--- config.mk ---
export PLATFORM = sky130hd
export DESIGN_NAME = fifo_nibble_packer
export DESIGN_NICKNAME = d
export VERILOG_FILES = /design/src/rtl/fifo_nibble_packer.sv
export SDC_FILE = /design/constraint.sdc
export NUM_CORES = 1
export LEC_CHECK = 0
export CAP_MARGIN = 20
export CORE_MARGIN = 4
export CORE_UTILIZATION = 51
export DETAILED_ROUTE_END_ITERATION = 16
export PLACE_DENSITY_LB_ADDON = 0.15
export SYNTH_ARGS = -nofsm -noshare
export SYNTH_HDL_FRONTEND = slang
export SYNTH_SLANG_ARGS = --single-unit
export TNS_END_PERCENT = 100
--- constraint.sdc ---
create_clock -name clk -period 2.6 [get_ports clk]
set_clock_uncertainty 0.15 [all_clocks]
set_input_delay 0.52 -clock clk [delete_from_list [all_inputs] [get_ports clk]]
set_output_delay 0.52 -clock clk [all_outputs]
set_load 0.02 [all_outputs]
--- src/rtl/fifo_nibble_packer.sv ---
`default_nettype none
// ============================================================================
// fifo_nibble_packer : packs FIFO nibble pairs into bytes on a 2-deep valid/ready queue; PACKER_PARITY_EN adds out_parity
// Rev 1.0
// ============================================================================
module fifo_nibble_packer #(
  parameter bit LSN_FIRST = 1'b1
) (
  input  logic        clk,
  input  logic        rst,
  input  logic [3:0]  fifo_data_out,
  input  logic        fifo_empty,
  output logic        fifo_rd_en,
  output logic [7:0]  out_data,
  output logic        out_valid,
  input  logic        out_ready,
  output logic        nib_pending,
  output logic [15:0] byte_count
`ifdef PACKER_PARITY_EN
  ,
  output logic        out_parity
`endif
);

  typedef enum logic [0:0] {
    S_FIRST  = 1'b0,
    S_SECOND = 1'b1
  } state_t;

  state_t      state, state_nxt;
  logic [3:0]  hold, hold_nxt;
  logic        inflight;
  logic        capture;
  logic        push;
  logic        pop_q;
  logic [7:0]  packed_byte;
  logic [2:0]  committed;

  logic [7:0]  q_data [2];
  logic [1:0]  q_count;
  logic        wr_ptr;
  logic        rd_ptr;

  // Worst-case nibbles that may still land in the queue: two per stored byte,
  // plus a held half and one on the FIFO bus. Four means the queue is spoken for.
  assign committed   = {q_count, 1'b0} + {2'b00, nib_pending} + {2'b00, inflight};
  assign fifo_rd_en  = !rst && !fifo_empty && (committed < 3'd4);
  assign capture     = inflight;
  assign nib_pending = (state == S_SECOND);
  assign packed_byte = LSN_FIRST ? {fifo_data_out, hold} : {hold, fifo_data_out};

  assign out_valid   = (q_count != 2'd0);
  assign out_data    = q_data[rd_ptr];
  assign pop_q       = out_valid && out_ready;

  always_ff @(posedge clk) begin
    if (rst) begin
      state    <= S_FIRST;
      hold     <= 4'h0;
      inflight <= 1'b0;
    end else begin
      state    <= state_nxt;
      hold     <= hold_nxt;
      if (fifo_rd_en)
        inflight <= 1'b1;
      else if (capture)
        inflight <= 1'b0;
    end
  end

  always_comb begin
    state_nxt = state;
    hold_nxt  = hold;
    push      = 1'b0;
    case (state)
      S_FIRST: begin
        if (capture) begin
          hold_nxt  = fifo_data_out;
          state_nxt = S_SECOND;
        end
      end
      S_SECOND: begin
        if (capture) begin
          push      = 1'b1;
          state_nxt = S_FIRST;
        end
      end
      default: state_nxt = S_FIRST;
    endcase
  end

  always_ff @(posedge clk) begin
    if (rst) begin
      q_data[0]  <= 8'h00;
      q_data[1]  <= 8'h00;
      q_count    <= 2'd0;
      wr_ptr     <= 1'b0;
      rd_ptr     <= 1'b0;
      byte_count <= 16'h0000;
    end else begin
      if (push) begin
        q_data[wr_ptr] <= packed_byte;
        wr_ptr         <= ~wr_ptr;
      end
      if (pop_q) begin
        rd_ptr     <= ~rd_ptr;
        byte_count <= byte_count + 16'd1;
      end
      case ({push, pop_q})
        2'b10:   q_count <= q_count + 2'd1;
        2'b01:   q_count <= q_count - 2'd1;
        default: q_count <= q_count;
      endcase
    end
  end

`ifdef PACKER_PARITY_EN
  logic q_par [2];

  assign out_parity = q_par[rd_ptr];

  always_ff @(posedge clk) begin
    if (rst) begin
      q_par[0] <= 1'b0;
      q_par[1] <= 1'b0;
    end else if (push) begin
      q_par[wr_ptr] <= ^packed_byte;
    end
  end
`endif

endmodule
`default_nettype wire

==> flow_results.xml, run 1 <==
<?xml version="1.0" encoding="UTF-8"?>
<metrics>
  <group name="floorplan">
    <metric name="design.core.area" unit="mm2">0.00344</metric>
    <metric name="fp.dieH" unit="um">68.6</metric>
    <metric name="top_level_ports" unit="">35</metric>
    <metric name="num_rows" unit="">21</metric>
    <metric name="die_w" unit="um">68.6</metric>
    <metric name="dieArea" unit="mm2">0.00470</metric>
    <metric name="effective_utilization_at_floorplan" unit="%">54.3</metric>
  </group>
  <group name="critical_path">
    <metric name="worst-setup-path-type" unit="">flop to output port</metric>
    <metric name="path_max_fanout" unit="">8</metric>
    <metric name="worst_ep_required_time" unit="ns">1.93</metric>
    <metric name="setup.worst_path.end_class" unit="">output port</metric>
    <metric name="worst-r2r-setup-slack" unit="ns">0.63</metric>
    <metric name="rr_endpoint" unit="">q_count[1]$_SDFFE_PP0P_</metric>
    <metric name="endpoint_arrival_time_on_the_critical_path" unit="ns">1.76</metric>
    <metric name="worst_r2r_startpoint" unit="">q_count[0]$_SDFFE_PP0P_</metric>
    <metric name="timing.reg2reg.worst_path_depth" unit="">6</metric>
    <metric name="start_kind" unit="">flop</metric>
  </group>
  <group name="worst_hold_path">
    <metric name="worstHoldPathCells" unit="">2</metric>
    <metric name="hp-class" unit="">flop to flop</metric>
    <metric name="hp-start" unit="">byte_count[1]$_SDFFE_PP0P_</metric>
    <metric name="hold_critical_path_endpoint" unit="">byte_count[1]$_SDFFE_PP0P_</metric>
  </group>
  <group name="routing">
    <metric name="ant_nets" unit="">0</metric>
    <metric name="route.final.wire_length" unit="mm">3.37</metric>
    <metric name="drt_iter0_markers" unit="">42</metric>
    <metric name="vias_cell" unit="">5.02</metric>
    <metric name="firstDrtPassIters" unit="">4</metric>
    <metric name="avgRoutedWirePerCell" unit="um">13.2</metric>
    <metric name="drc_violations_left" unit="">0</metric>
    <metric name="vias" unit="">1280</metric>
  </group>
  <group name="power_and_ir_drop">
    <metric name="peak_vdd_ir" unit="uV">309</metric>
    <metric name="share_comb_of_total_power" unit="%">12.2</metric>
    <metric name="total_leakage_power" unit="uW">0.000885</metric>
    <metric name="p_switching" unit="uW">331</metric>
    <metric name="seq_power_share" unit="%">55.9</metric>
    <metric name="switching_share" unit="%">24.9</metric>
    <metric name="post-layout-total-power" unit="uW">1330</metric>
    <metric name="power.share.clock" unit="%">32.0</metric>
    <metric name="p_int" unit="uW">997</metric>
    <metric name="pwr_density_cell" unit="mW/mm2">567</metric>
  </group>
  <group name="layout">
    <metric name="instances_no_fill" unit="">255</metric>
    <metric name="fin_nets" unit="">220</metric>
    <metric name="most-common-layout-cells" unit="">clkdlybuf4s50_1, dfxtp_1, nor2_1</metric>
    <metric name="area_delta_synth_final" unit="%">25.2</metric>
    <metric name="layout.cells.most_common" unit="">clkdlybuf4s50_1</metric>
    <metric name="post_route_cells_drive_above_1_share" unit="%">12.4</metric>
    <metric name="insertedDiodeCount" unit="">0</metric>
  </group>
  <group name="synthesis">
    <metric name="synth_sequential_area_ratio" unit="%">54.6</metric>
    <metric name="synth.net_count" unit="">183</metric>
    <metric name="synth_area_per_cell" unit="um2">10.9</metric>
    <metric name="post_synth_num_cell_types" unit="">32</metric>
    <metric name="postSynthCellCount" unit="">171</metric>
    <metric name="synth_seq_cells" unit="">43</metric>
    <metric name="synth.yosys.warnings" unit="">0</metric>
    <metric name="syn_area" unit="mm2">0.00187</metric>
  </group>
  <group name="timing">
    <metric name="timing.final.crit_period" unit="ns">2.43</metric>
    <metric name="tightestPinTransition" unit="ns">0.759</metric>
    <metric name="hold_violations" unit="">0</metric>
    <metric name="final-max-slew-violation-count" unit="">0</metric>
    <metric name="rsz_0062_raised_after_global_routing" unit="">no</metric>
    <metric name="max_freq" unit="MHz">412</metric>
    <metric name="final_min_period_over_clock_period" unit="%">93.4</metric>
    <metric name="timing.max_slew.rel_slack" unit="%">49.0</metric>
    <metric name="timing.final.setup_violations" unit="">0</metric>
    <metric name="tns" unit="ns">0</metric>
  </group>
  <group name="global_route">
    <metric name="grt_overflow" unit="">0</metric>
    <metric name="grt_start_max_net_pins" unit="">33</metric>
    <metric name="grt_pass1_vias" unit="">1255</metric>
    <metric name="global_route.usage.total" unit="%">16.1</metric>
    <metric name="grt_pass1_wl" unit="mm">5.62</metric>
    <metric name="antenna_violations_before_repair" unit="">0</metric>
  </group>
  <group name="clock_network">
    <metric name="ctsRootBufferMaster" unit="">clkbuf_8</metric>
    <metric name="htree_num_levels" unit="">2</metric>
    <metric name="cts_tree" unit="">yes</metric>
    <metric name="post_cts_hold_buffer_count" unit="">0</metric>
    <metric name="clkLatencyLatePin" unit="ns">0.29</metric>
    <metric name="cts.clk_slew.worst_paths" unit="ns">0.09</metric>
    <metric name="clock_sink_count" unit="">43</metric>
    <metric name="numCtsBuffers" unit="">5</metric>
    <metric name="cts_max_path_buffers" unit="">2</metric>
  </group>
  <group name="job">
    <metric name="max_cap_viol_count" unit="">0</metric>
  </group>
  <group name="placed_design">
    <metric name="portBuffers" unit="">34</metric>
    <metric name="routability_congestion_estimate_from_global_placement" unit="">0.737</metric>
    <metric name="hpwl" unit="mm">2.37</metric>
    <metric name="placedCellCount" unit="">247</metric>
  </group>
  <group name="status">
    <metric name="outcome" unit="">completed</metric>
  </group>
</metrics>
[cell usage after synthesis, drive strengths merged]
cell type	number	area share, %
nand4	7	3.1
o31ai	1	0.40
and4	1	0.47
and3	2	0.67
or3	5	1.7
nor3	4	1.1
and2	18	6.1
buf	2	1.2
ha	4	2.7
mux2	9	5.4
or4	1	0.40
clkbuf	4	0.80
nand3	4	1.1
a21o	1	0.40
o2111a	1	0.60
xnor2	6	2.8
mux2i	4	2.1
nor2	19	3.8
xor2	8	3.7
nor2b	1	0.33
edfxtp	16	26
o21ai	5	1.3
dfxtp	27	29
or2	2	0.67
a21oi	7	1.9
inv	5	1.0
nand2	7	1.5
[registers in the layout (all words and copies together) (netlist names), named ones only]
signal / flops
capture: 1
q_count: 2
hold: 4
q_data: 16
wr_ptr: 1
nib_pending: 1
rd_ptr: 1
byte_count: 16
[metrics by stage]
stage               cell area (um2)  util (%)  setup WS [ns]  hold WS (ns)
floorplan                      1870         -          0.562         0.316
global placement               2250      65.2          0.184         0.325
detailed placement             2250      65.2          0.178         0.340
CTS                            2340      68.0         0.0355         0.352
global route                   2340      68.0         0.0639         0.381
finish                         2340      68.0          0.172         0.353
[worst max-delay path by stage]
stage,start,endpoint,cells past startpoint
final,flop,out_data[0],2
after CTS,nib_pending$_SDFF_PP0_,fifo_rd_en,5
after global placement,rst,fifo_rd_en,3
after detailed placement,rst,fifo_rd_en,3
after floorplan,nib_pending$_SDFF_PP0_,fifo_rd_en,4
after global routing,flop,out_data[1],2
[cells by family after synthesis]
family          count (synthesis)  synth area share [%]
xor+xnor                       14                  6.56
simple gates                   71                  21.0
fa+ha+maj                       4                  2.68
mux                            13                  7.56
flops                          43                  54.6
buf+inv                        11                  3.01
compound gates                 15                  4.62
[power by group through the flow]
stage,Combinational (uW),Clock (uW),Sequential (uW)
floorplan,101,0,754
global placement,160,0,756
detailed placement,163,0,759
CTS,164,435,743
global route,175,462,747
finish,161,424,742
[what timing repair did]
item                                    4_1_cts  5_1_grt
endpoints found under the setup margin        0        1
buffers inserted                              0        0
resized for setup                             0        1
[worst max-delay path, cell delays in order (launching register included)]
cell	delay, ns
dfxtp_1	0.55
mux2_2	0.38
clkdlybuf4s50_1	0.54
[per-layer routing]
metal	wire (um)	GRT usage (%)	up-vias
met1	1470	18.9	587
met4	25	4.47	0
met3	132	4.38	4
li1	-	-	666
met5	0	0	-
met2	1740	28.5	23
[cell type report]
cell class	count	area, um2
Timing Repair Buffer	36	358
Clock inverter	3	25.0
Fill cell	288	1100
Tap cell	46	57.6
Clock buffer	5	68.8
Sequential cell	43	1020
Inverter	5	18.8
Multi-Input combinational cell	117	793
Power figures use the tool's default switching activity.
==> inputs of run 2 (changes only) <==
GPL_TIMING_DRIVEN = 1   (was not set)
==> results of run 2 <==
Same layout as run 1: the final DEF is identical, and so are final timing and power.
==> inputs of run 3 (changes only) <==
ABC_AREA = 1   (was not set)
ABC_CLOCK_PERIOD_IN_PS = 2600   (was not set)
==> run 3 against run 2 <==
Compared with the run above: cell count up 23%; combinational power down 8%; clock-buffer cell count unchanged; clock power up 25%; sequential share of layout area down 2.4 points; core utilization down 0.38 points; critical endpoint is now out_data[7].
==> flow_results.xml, run 3 <==
<?xml version="1.0" encoding="UTF-8"?>
<metrics>
  <group name="synthesis">
    <metric name="netlist_top_cells_area" unit="">dfxtp_1, edfxtp_1, nor2_1, inv_1, nand2_1</metric>
    <metric name="synth_sequential_area_ratio" unit="%">52.7</metric>
    <metric name="post_synth_num_cell_types" unit="">19</metric>
    <metric name="postSynthCellCount" unit="">223</metric>
    <metric name="yosys-top-cells-count" unit="">nor2_1, inv_1, dfxtp_1, nand2_1, a21oi_1</metric>
    <metric name="synth.net_count" unit="">235</metric>
    <metric name="synth_seq_cells" unit="">43</metric>
    <metric name="async_reset_ff_share" unit="%">0</metric>
    <metric name="synth.yosys.warnings" unit="">0</metric>
    <metric name="synth_ff_type" unit="">dfxtp_1</metric>
    <metric name="synth_area_per_cell" unit="um2">8.68</metric>
    <metric name="synth_area_leader_cell" unit="">dfxtp_1</metric>
    <metric name="syn_area" unit="mm2">0.00194</metric>
    <metric name="synth-edff-count" unit="">16</metric>
    <metric name="synth.most_common_cell" unit="">nor2_1</metric>
    <metric name="synth_largest_type_area_fraction" unit="%">27.9</metric>
  </group>
  <group name="clock_network">
    <metric name="cts.clk_slew.worst_paths" unit="ns">0.09</metric>
    <metric name="htree_num_levels" unit="">2</metric>
    <metric name="cts_max_path_buffers" unit="">2</metric>
    <metric name="numCtsBuffers" unit="">5</metric>
    <metric name="postCtsSetupBuffers" unit="">0</metric>
    <metric name="ctsRootBufferMaster" unit="">clkbuf_8</metric>
    <metric name="cts_tree" unit="">yes</metric>
    <metric name="clkLatencyLatePin" unit="ns">0.30</metric>
    <metric name="clock_sink_count" unit="">43</metric>
  </group>
  <group name="power_and_ir_drop">
    <metric name="peak_vdd_ir" unit="uV">466</metric>
    <metric name="pwr_density_cell" unit="mW/mm2">572</metric>
    <metric name="post-layout-total-power" unit="uW">1420</metric>
    <metric name="total_leakage_power" unit="uW">0.00101</metric>
  </group>
  <group name="layout">
    <metric name="layout.cells.most_common" unit="">nor2_1</metric>
    <metric name="fillerInstances" unit="">307</metric>
    <metric name="fin_nets" unit="">277</metric>
    <metric name="area_delta_synth_final" unit="%">28.0</metric>
    <metric name="most-common-layout-cells" unit="">nor2_1, inv_1, clkdlybuf4s50_1</metric>
    <metric name="post_route_cells_drive_above_1_share" unit="%">10.5</metric>
    <metric name="insertedDiodeCount" unit="">0</metric>
    <metric name="biggestRegsByFlops" unit="">byte_count: 16 flops, q_data: 16 flops, hold: 4 flops</metric>
  </group>
  <group name="timing">
    <metric name="timing.max_slew.rel_slack" unit="%">73.2</metric>
    <metric name="final-max-slew-violation-count" unit="">0</metric>
    <metric name="max_freq" unit="MHz">404</metric>
    <metric name="tns" unit="ns">0</metric>
    <metric name="timing.final.crit_period" unit="ns">2.48</metric>
    <metric name="rsz_0062_raised_after_global_routing" unit="">no</metric>
    <metric name="tightestPinTransition" unit="ns">0.401</metric>
    <metric name="timing.final.setup_violations" unit="">0</metric>
    <metric name="hold_violations" unit="">0</metric>
    <metric name="final_min_period_over_clock_period" unit="%">95.2</metric>
  </group>
  <group name="routing">
    <metric name="avgRoutedWirePerCell" unit="um">11.2</metric>
    <metric name="firstDrtPassIters" unit="">4</metric>
    <metric name="ant_nets" unit="">0</metric>
    <metric name="route.final.wire_length" unit="mm">3.52</metric>
    <metric name="drc_violations_left" unit="">0</metric>
    <metric name="vias_cell" unit="">5.03</metric>
    <metric name="vias" unit="">1578</metric>
    <metric name="drt_iter0_markers" unit="">64</metric>
  </group>
  <group name="floorplan">
    <metric name="top_level_ports" unit="">35</metric>
    <metric name="design.core.area" unit="mm2">0.00366</metric>
    <metric name="num_rows" unit="">22</metric>
    <metric name="effective_utilization_at_floorplan" unit="%">52.9</metric>
    <metric name="dieArea" unit="mm2">0.00484</metric>
    <metric name="fp.dieH" unit="um">69.6</metric>
    <metric name="die_w" unit="um">69.6</metric>
  </group>
  <group name="global_route">
    <metric name="grt_start_max_net_pins" unit="">20</metric>
    <metric name="grt_pass1_vias" unit="">1470</metric>
    <metric name="grt_overflow" unit="">0</metric>
    <metric name="grt_pass1_wl" unit="mm">6.24</metric>
    <metric name="antenna_violations_before_repair" unit="">0</metric>
    <metric name="global_route.usage.total" unit="%">15.9</metric>
  </group>
  <group name="critical_path">
    <metric name="start_kind" unit="">flop</metric>
    <metric name="worst_r2r_startpoint" unit="">nib_pending$_SDFF_PP0_</metric>
    <metric name="path_max_fanout" unit="">8</metric>
    <metric name="setup.worst_path.end_class" unit="">output port</metric>
    <metric name="endpoint_arrival_time_on_the_critical_path" unit="ns">1.81</metric>
    <metric name="worst_ep_required_time" unit="ns">1.93</metric>
    <metric name="worst-setup-path-type" unit="">flop to output port</metric>
  </group>
  <group name="job">
    <metric name="max_cap_viol_count" unit="">0</metric>
  </group>
  <group name="worst_hold_path">
    <metric name="hp-start" unit="">rd_ptr$_SDFFE_PP0P_</metric>
    <metric name="hp-class" unit="">flop to flop</metric>
  </group>
  <group name="placed_design">
    <metric name="routability_congestion_estimate_from_global_placement" unit="">0.827</metric>
    <metric name="portBuffers" unit="">34</metric>
    <metric name="hpwl" unit="mm">2.56</metric>
  </group>
  <group name="status">
    <metric name="outcome" unit="">completed</metric>
  </group>
</metrics>
==> run 3: cell type report <==
type / instances / area, um2 / area share (%)
tap: 48 / 60.1 / 2.42
clock buffer: 5 / 68.8 / 2.78
sequential: 43 / 1020 / 41.2
clock inverter: 3 / 47.5 / 1.92
inverter: 35 / 131 / 5.30
multi-input combinational: 141 / 768 / 31.0
timing repair buffer: 39 / 380 / 15.4
==> run 3: path summary, 6_finish.rpt <==
kind / end / slack (ns) / cells past startpoint
min reg2reg: flop / 0.31 / 1
max: out_data[7] / 0.12 / 2
max reg2reg: q_data[0][3]$_SDFFCE_PN0P_ / 1.04 / 5
min: flop / 0.31 / 1
==> run 3: repair_timing <==
item	in CTS	in global routing
resized for setup	0	1
endpoints found under the setup margin	0	1
hold buffers	0	0
==> run 3: logic make-up (layout without fill, tap and decap cells) <==
kind of cell,Yosys count,in the layout,share of synthesized area [%]
AND/OR/NAND/NOR,99,99,24.5
buffers and inverters,39,82,7.56
AO/OA/AOI/OAI,29,29,7.50
multiplexers,8,8,4.65
XOR/XNOR,1,1,0.453
adder cells (fa/ha/maj),4,4,2.59
flip-flops,43,43,52.7
==> run 3: metal layers <==
metal | wire (um) | track usage [%]
met3 | 241 | 5.22
met5 | 0 | 0
met4 | 50 | 5.86
met2 | 1600 | 25.0
met1 | 1630 | 20.3
==> run 3: power breakdown <==
part           total [uW]  switching (uW)  leakage (uW)  internal, uW
logic                 148            79.4      0.000565          68.6
registers             739            18.1      0.000385           721
clock network         530             239     0.0000587           291
==> run 3: worst max-delay path, cell delays in order (launching register included) <==
cell and delay [ns]:
dfxtp_1 0.57, mux2_2 0.40, clkdlybuf4s50_1 0.54
==> run 3: per-stage QoR <==
| step | setup WS [ns] | instances | instance area (um2) | hold slack [ns] | util, % |
|---|---|---|---|---|---|
| finish | 0.124 | 314 | 2480 | 0.306 | 67.7 |
| global route | 0.0424 | 314 | 2480 | 0.340 | 67.7 |
| CTS | 0.0373 | 314 | 2470 | 0.315 | 67.6 |
| detailed placement | 0.0543 | 306 | 2360 | 0.304 | 64.4 |
| global placement | 0.0773 | 306 | 2360 | 0.285 | 64.4 |
| floorplan | 0.496 | 223 | 1940 | 0.276 | - |
